### src/rtl/serial_subtractor.sv
// Bit-serial WIDTH-bit subtractor: diff = a - b - bin, one bit per clock through
// a single full-subtractor cell, framed by a start/busy/done handshake.
module serial_subtractor #(
  parameter int WIDTH = 4
) (
  input  logic             clk,
  input  logic             rst,
  input  logic             start,
  input  logic [WIDTH-1:0] a,
  input  logic [WIDTH-1:0] b,
  input  logic             bin,
  output logic             busy,
  output logic             done,
  output logic [WIDTH-1:0] diff,
  output logic             bout,
  output logic             zero
);
  localparam int CW = $clog2(WIDTH) + 1;

  typedef enum logic [1:0] {IDLE, SHIFT, DONE} state_t;

  state_t           state_q;
  logic [WIDTH-1:0] a_q, b_q, res_q;
  logic             br_q;
  logic [CW-1:0]    cnt_q;

  // Full-subtractor cell on the operand LSBs.
  logic d_d, br_d;
  assign d_d  = a_q[0] ^ b_q[0] ^ br_q;
  assign br_d = (~a_q[0] & b_q[0]) | (~(a_q[0] ^ b_q[0]) & br_q);

  always_ff @(posedge clk) begin
    if (rst) begin
      state_q <= IDLE;
      a_q     <= '0;
      b_q     <= '0;
      res_q   <= '0;
      br_q    <= 1'b0;
      cnt_q   <= '0;
      busy    <= 1'b0;
      done    <= 1'b0;
      diff    <= '0;
      bout    <= 1'b0;
      zero    <= 1'b0;
    end else begin
      // Outputs are registered off the current state, so they trail it by one edge.
      busy <= (state_q == SHIFT);
      done <= (state_q == DONE);
      case (state_q)
        IDLE: begin
          if (start) begin
            a_q     <= a;
            b_q     <= b;
            br_q    <= bin;
            res_q   <= '0;
            cnt_q   <= '0;
            state_q <= SHIFT;
          end
        end
        SHIFT: begin
          res_q <= {d_d, res_q[WIDTH-1:1]};
          a_q   <= a_q >> 1;
          b_q   <= b_q >> 1;
          br_q  <= br_d;
          cnt_q <= cnt_q + 1'b1;
          if (cnt_q == CW'(WIDTH - 1)) state_q <= DONE;
        end
        DONE: begin
          diff    <= res_q;
          bout    <= br_q;
          zero    <= (res_q == '0);
          state_q <= IDLE;
        end
        default: state_q <= IDLE;
      endcase
    end
  end
endmodule

### config.mk
export PLATFORM = sky130hd
export DESIGN_NAME = serial_subtractor
export DESIGN_NICKNAME = d
export VERILOG_FILES = /design/src/rtl/serial_subtractor.sv
export SDC_FILE = /design/constraint.sdc
export NUM_CORES = 1
export LEC_CHECK = 0
export ABC_AREA = 1
export BUFFER_PORTS_ARGS = -buffer_cell sky130_fd_sc_hd__clkbuf_2
export CORE_MARGIN = 1
export CORE_UTILIZATION = 57
export DETAILED_ROUTE_END_ITERATION = 10
export GPL_TIMING_DRIVEN = 0
export PLACE_DENSITY = 0.85
export SLEW_MARGIN = 5
export SYNTH_ARGS = -nofsm -noshare
export SYNTH_HDL_FRONTEND = slang
export SYNTH_SLANG_ARGS = --single-unit
### constraint.sdc
create_clock -name clk -period 1.97 [get_ports clk]
set_input_delay 0.394 -clock clk [delete_from_list [all_inputs] [get_ports clk]]
set_output_delay 0.394 -clock clk [all_outputs]
set_load 0.03 [all_outputs]
# Word-level counts from Yosys, hierarchy flattened
# Index checks and enable logic that the tools add are counted.
# W data, S select, Z words.
[totals] ff_bits=26 in_bits=12 output_inout_bits=8 word_cells=42
[op_classes] n_addsub=1 n_eq_ne=5 muxes=13 bitwise=7 n_reduce_logical=5
[ops] cell="$pmux W4 S2" n=3
[ops] cell="$mux W4" n=3
[ops] cell="$pmux W3 S2" n=1
[ops] cell="$logic_not A4 Y1" n=1
[ops] cell="$mux W2" n=2
[ops] cell="$pmux W2 S2" n=1
[ops] cell="$reduce_and A2 Y1" n=2
[ops] cell="$add A3 B1 Y3 const B" n=1
[ops] cell="$eq A3 B2 Y1 const B" n=1
[ops] cell="$mux W3" n=1
[ops] cell="$and A1 B1 Y1" n=2
[ops] cell="$eq A2 B1 Y1 const B" n=1
[ops] cell="$eq A2 B2 Y1 const B" n=1
[ops] cell="$logic_not A2 Y1" n=1
[ops] cell="$ne A2 B1 Y1 const B" n=1
[ops] cell="$ne A2 B2 Y1 const B" n=1
[ops] cell="$not A1 Y1" n=2
[ops] cell="$pmux W1 S2" n=1
[ops] cell="$reduce_bool A2 Y1" n=1
[ops] cell="$xor A1 B1 Y1" n=2
[ops] cell="$mux W1" n=1
[ops] cell="$or A1 B1 Y1" n=1

# Logic depth before layout (Yosys ltp)
[depth] ltp_word=5 mapped_depth=7 ltp_nobuf=7

# Least setup slack after synthesis
# Ideal clock, no wire load.
[synth_path] path_type="register to register" start="register state_q[0]" end="register br_q" setup_ns=0.111 arrival_ns=0.902 required_ns=1.859 slack_ns=0.956 stages_incl_launch_ff=7 path_buffers=2 synth_period_minus_slack_ns=1.014 cell_sequence="dfxtp_1 > buf_6 > o21ai_4 > buf_6 > nand2_1 > nand2_1 > nor2_1"
[synth_via] elab_chain_cells=3 word_cells_on_any_way=6 cone_classes="2 x eq/ne; 1 x mux; 3 x reduce/logical"
[synth_rtl] element="start, declared" line="22" rtl="state_t state_q;"
[synth_rtl] element="start signal, assigned" line="34" rtl="state_q <= IDLE;"
[synth_rtl] element="start signal, assigned" line="57" rtl="state_q <= SHIFT;"
[synth_rtl] element="start signal, assigned" line="66" rtl="if (cnt_q == CW'(WIDTH - 1)) state_q <= DONE;"
[synth_rtl] element="$eq A2 B1 Y1 / $logic_not A2 Y1 (equally long branches)" line="49" rtl="case (state_q)"
[synth_rtl] element="$reduce_bool A2 Y1 (no source line) / $ne A2 B2 Y1 (equally long branches)"
[synth_rtl] element="$reduce_and A2 Y1 (no source line)"
[synth_rtl] element="end signal, assigned" line="54" rtl="br_q <= bin;"
[synth_rtl] element="end signal, assigned" line="64" rtl="br_q <= br_d;"
[synth_rtl] element="end, declared" line="24" rtl="logic br_q;"
# Several ways; a longest one is shown, not always the timed one.
# A chain may end at the register's enable or synchronous reset.

# Worst setup path after layout
[layout_path] start="register diff[1]" end="output diff[1]"
[layout_lines] element="start, declared" line="14" rtl="output logic [WIDTH-1:0] diff,"
[layout_lines] element="start signal, assigned" line="69" rtl="diff <= res_q;"
# No word-level cell between the ends.

==> results.sh <==
export IMPL_path_buf_inv=1
export IMPL_grt_ovfl_total=0
export IMPL_synth_fp_nets=175
export IMPL_synthToLayoutAreaGrowth_pct=15.61
export IMPL_dr_first_iter_drc_count=19
export IMPL_wl_per_cell_um=10.72
export IMPL_cts_tree="built"
export IMPL_postCtsSetupBuffers=0
export IMPL_r2r_cells=6
export IMPL_muxShareOfSynthArea_pct=0
export IMPL_cts_hold_buffers=0
export IMPL_status="finished clean"
export IMPL_crit_slowest_cell="dfxtp_1"
export IMPL_rows=15
export IMPL_synth_simple_gate_area_share_pct=34.72
export IMPL_dieArea_um2=2194
export IMPL_io_pins=20
export IMPL_required_ns=1.58
export IMPL_yosysWarnings=0
export IMPL_vias=1031
export IMPL_first_pass_iters=4
export IMPL_syn_area_um2=1146
export IMPL_peakVddDrop_mv=0.6368
export IMPL_cp_depth=1
export IMPL_cts_buffer_depth=2
export IMPL_fin_crit_sh_pct=65.18
export IMPL_yosys_top_cells_area="dfxtp_1 (45%), nand2_1 (13%), nor2_1 (12%)"
export IMPL_finalWirelength_mm=2.229
export IMPL_cts_num_sinks=26
export IMPL_cap_violations=0
export IMPL_synth_compound_area_share_pct=5.786
export IMPL_htreeDepth=1
export IMPL_synth_fa_ha_area_share_pct=3.930
export IMPL_grt_pass1_vias=938
export IMPL_r2r_slack_ns=0.79
export IMPL_synth_seq_cells=26
export IMPL_nets=199
export IMPL_drv_slew=0
export IMPL_arrival_ns=0.89
export IMPL_fin_tns_setup_ns=0
export IMPL_cp_max_fo=2
export IMPL_critical_path_top_delay_family="flip-flops"
export IMPL_reg2reg_from="state_q[0]"
export IMPL_fin_skew_ns=0.001981
export IMPL_avgSynthCellArea_um2=7.163
export IMPL_crit_chain="clkbuf_2"
export IMPL_drc=0
export IMPL_r2r_end="b_q[2]"
export IMPL_insertion_delay_ns=0.32
export IMPL_slew_headroom_pct=83.58
export IMPL_grtUsageTotal_pct=23.66
export IMPL_initial_utilization_pct=63.61
export IMPL_hold_path_class="input pin to flop"
export IMPL_synth_cells=160
export IMPL_end_kind="output pin"
export IMPL_tightest_slew_ns=0.2456
export IMPL_gp_congestion=0.8159
export IMPL_dpl_hpwl_mm=1.657
export IMPL_die_h_um=46.84
export IMPL_setup_viol=0
export IMPL_fill_cells=163
export IMPL_core_um2=1802
export IMPL_grt_max_degree=16
export IMPL_ant_nets=0
export IMPL_synth_top_family_by_area="simple AND/OR/NAND/NOR gates"
export IMPL_antenna_found_initial=0
export IMPL_seq_area_frac_synth_pct=45.41
export IMPL_p_leak_nw=0.6903
export IMPL_cts_inserted_buffers=3
export IMPL_fp_dieW_um=46.84
export IMPL_crit_end="diff[1]"
export IMPL_critical_path_startpoint="diff[1]"
export IMPL_clkTransAtPathRegs_ns=0.14
export IMPL_min_period_ns=1.284
export IMPL_path_class="flop to output pin"
export IMPL_antennaDiodeCount=0
export IMPL_cts_repair_resized=0
export IMPL_synth_cell_types=20
export IMPL_cp_start_kind="flop"
export IMPL_grt_pass1_wl_mm=3.636
export IMPL_yosys_area_top_type="dfxtp_1"
export IMPL_io_buffer_count=19
export IMPL_fmax_ghz=0.7788
export IMPL_hold_viol_final=0
export IMPL_p_per_area_nw_per_um2=832.5
export IMPL_drive_above_1_share_pct=19.67
export IMPL_final_util_pct=73.54
export IMPL_rsz0062_at_grt="no"
export IMPL_yosysTopAreaCellShare_pct=45.41
export IMPL_clockRootBuffer="clkbuf_4"
export IMPL_synth_xor_xnor_area_share_pct=0
export IMPL_critPathMaxStageDelay_ns=0.36
export IMPL_viasPerCell=4.957
synth_stat cells, drive strengths merged:
cell / n
nand3: 14
a21oi: 1
dfxtp: 26
nor2: 39
inv: 21
o22ai: 1
buf: 4
nand2: 43
ha: 2
fa: 1
o21ai: 8
logic make-up after synthesis:
logic type,Yosys count
buf+inv,25
compound gates,10
simple gates,96
fa+ha+maj,3
flops,26
layer usage:
layer | vias to the layer above | global-route usage, % | routed length (µm)
met3 | 3 | 5.385 | 81
met1 | 472 | 26.68 | 987
met4 | 0 | 8.571 | 25
met2 | 24 | 43.33 | 1135
li1 | 532 | - | -
met5 | - | 0 | 0
how the worst min path moves through the flow:
stage	start	end	slack [ns]	depth (start not counted)
floorplan	a_q[3]	a_q[3]	0.44	2
global placement	zero	zero	0.45	2
detailed placement	b_q[3]	b_q[3]	0.46	2
CTS	rst	done	0.23	2
global route	rst	zero	0.23	2
finish	rst	done	0.24	2
cell usage in the layout, fill, tap and decap left out:
master,instances
nand2_1,41
nor2_1,37
dfxtp_1,26
clkbuf_2,19
inv_1,18
nand3_1,14
o21ai_0,6
clkbuf_4,3
buf_6,2
inv_4,2
buf_2,2
ha_1,2
o21ai_4,1
nand2_4,1
nand2_2,1
inv_2,1
o21ai_2,1
nor2_2,1
nor2_4,1
o22ai_1,1
a21oi_1,1
fa_1,1
bufinv_16,1
registers in the layout, summed over array words and instances (netlist names):
| signal | cells |
|---|---|
| a_q | 4 |
| b_q | 4 |
| bout | 1 |
| br_q | 1 |
| busy | 1 |
| cnt_q | 3 |
| diff | 4 |
| done | 1 |
| res_q | 4 |
| state_q | 2 |
| zero | 1 |
power by group:
part | total, mW | internal, mW | switching [mW]
clock network | 0.363 | 0.206 | 0.157
registers | 0.571 | 0.555 | 0.0159
logic | 0.169 | 0.0633 | 0.106
final cells by class:
class	instances	area [µm²]	area share, %
buffer	4	32.53	2.455
clock buffer	3	22.52	1.700
clock inverter	1	30.03	2.266
inverter	21	83.83	6.327
multi-input combinational	109	509.2	38.43
sequential	26	520.5	39.28
tap	25	31.28	2.361
timing repair buffer	19	95.09	7.177
per-stage QoR:
stage | hold slack (ns) | total power, mW | worst slack [ns] | instances | instance area, µm²
5_1_grt | 0.2321 | 1.157 | 0.6341 | 208 | 1325
3_5_place_dp | 0.4568 | 0.7501 | 0.7914 | 204 | 1272
6_report | 0.2391 | 1.103 | 0.6860 | 208 | 1325
4_1_cts | 0.2299 | 1.110 | 0.6780 | 208 | 1325
2_1_floorplan | 0.4426 | 0.7036 | 0.9561 | 160 | 1146
3_3_place_gp | 0.4501 | 0.7408 | 0.8039 | 204 | 1272
No activity file was read; power rests on OpenSTA's default activity.
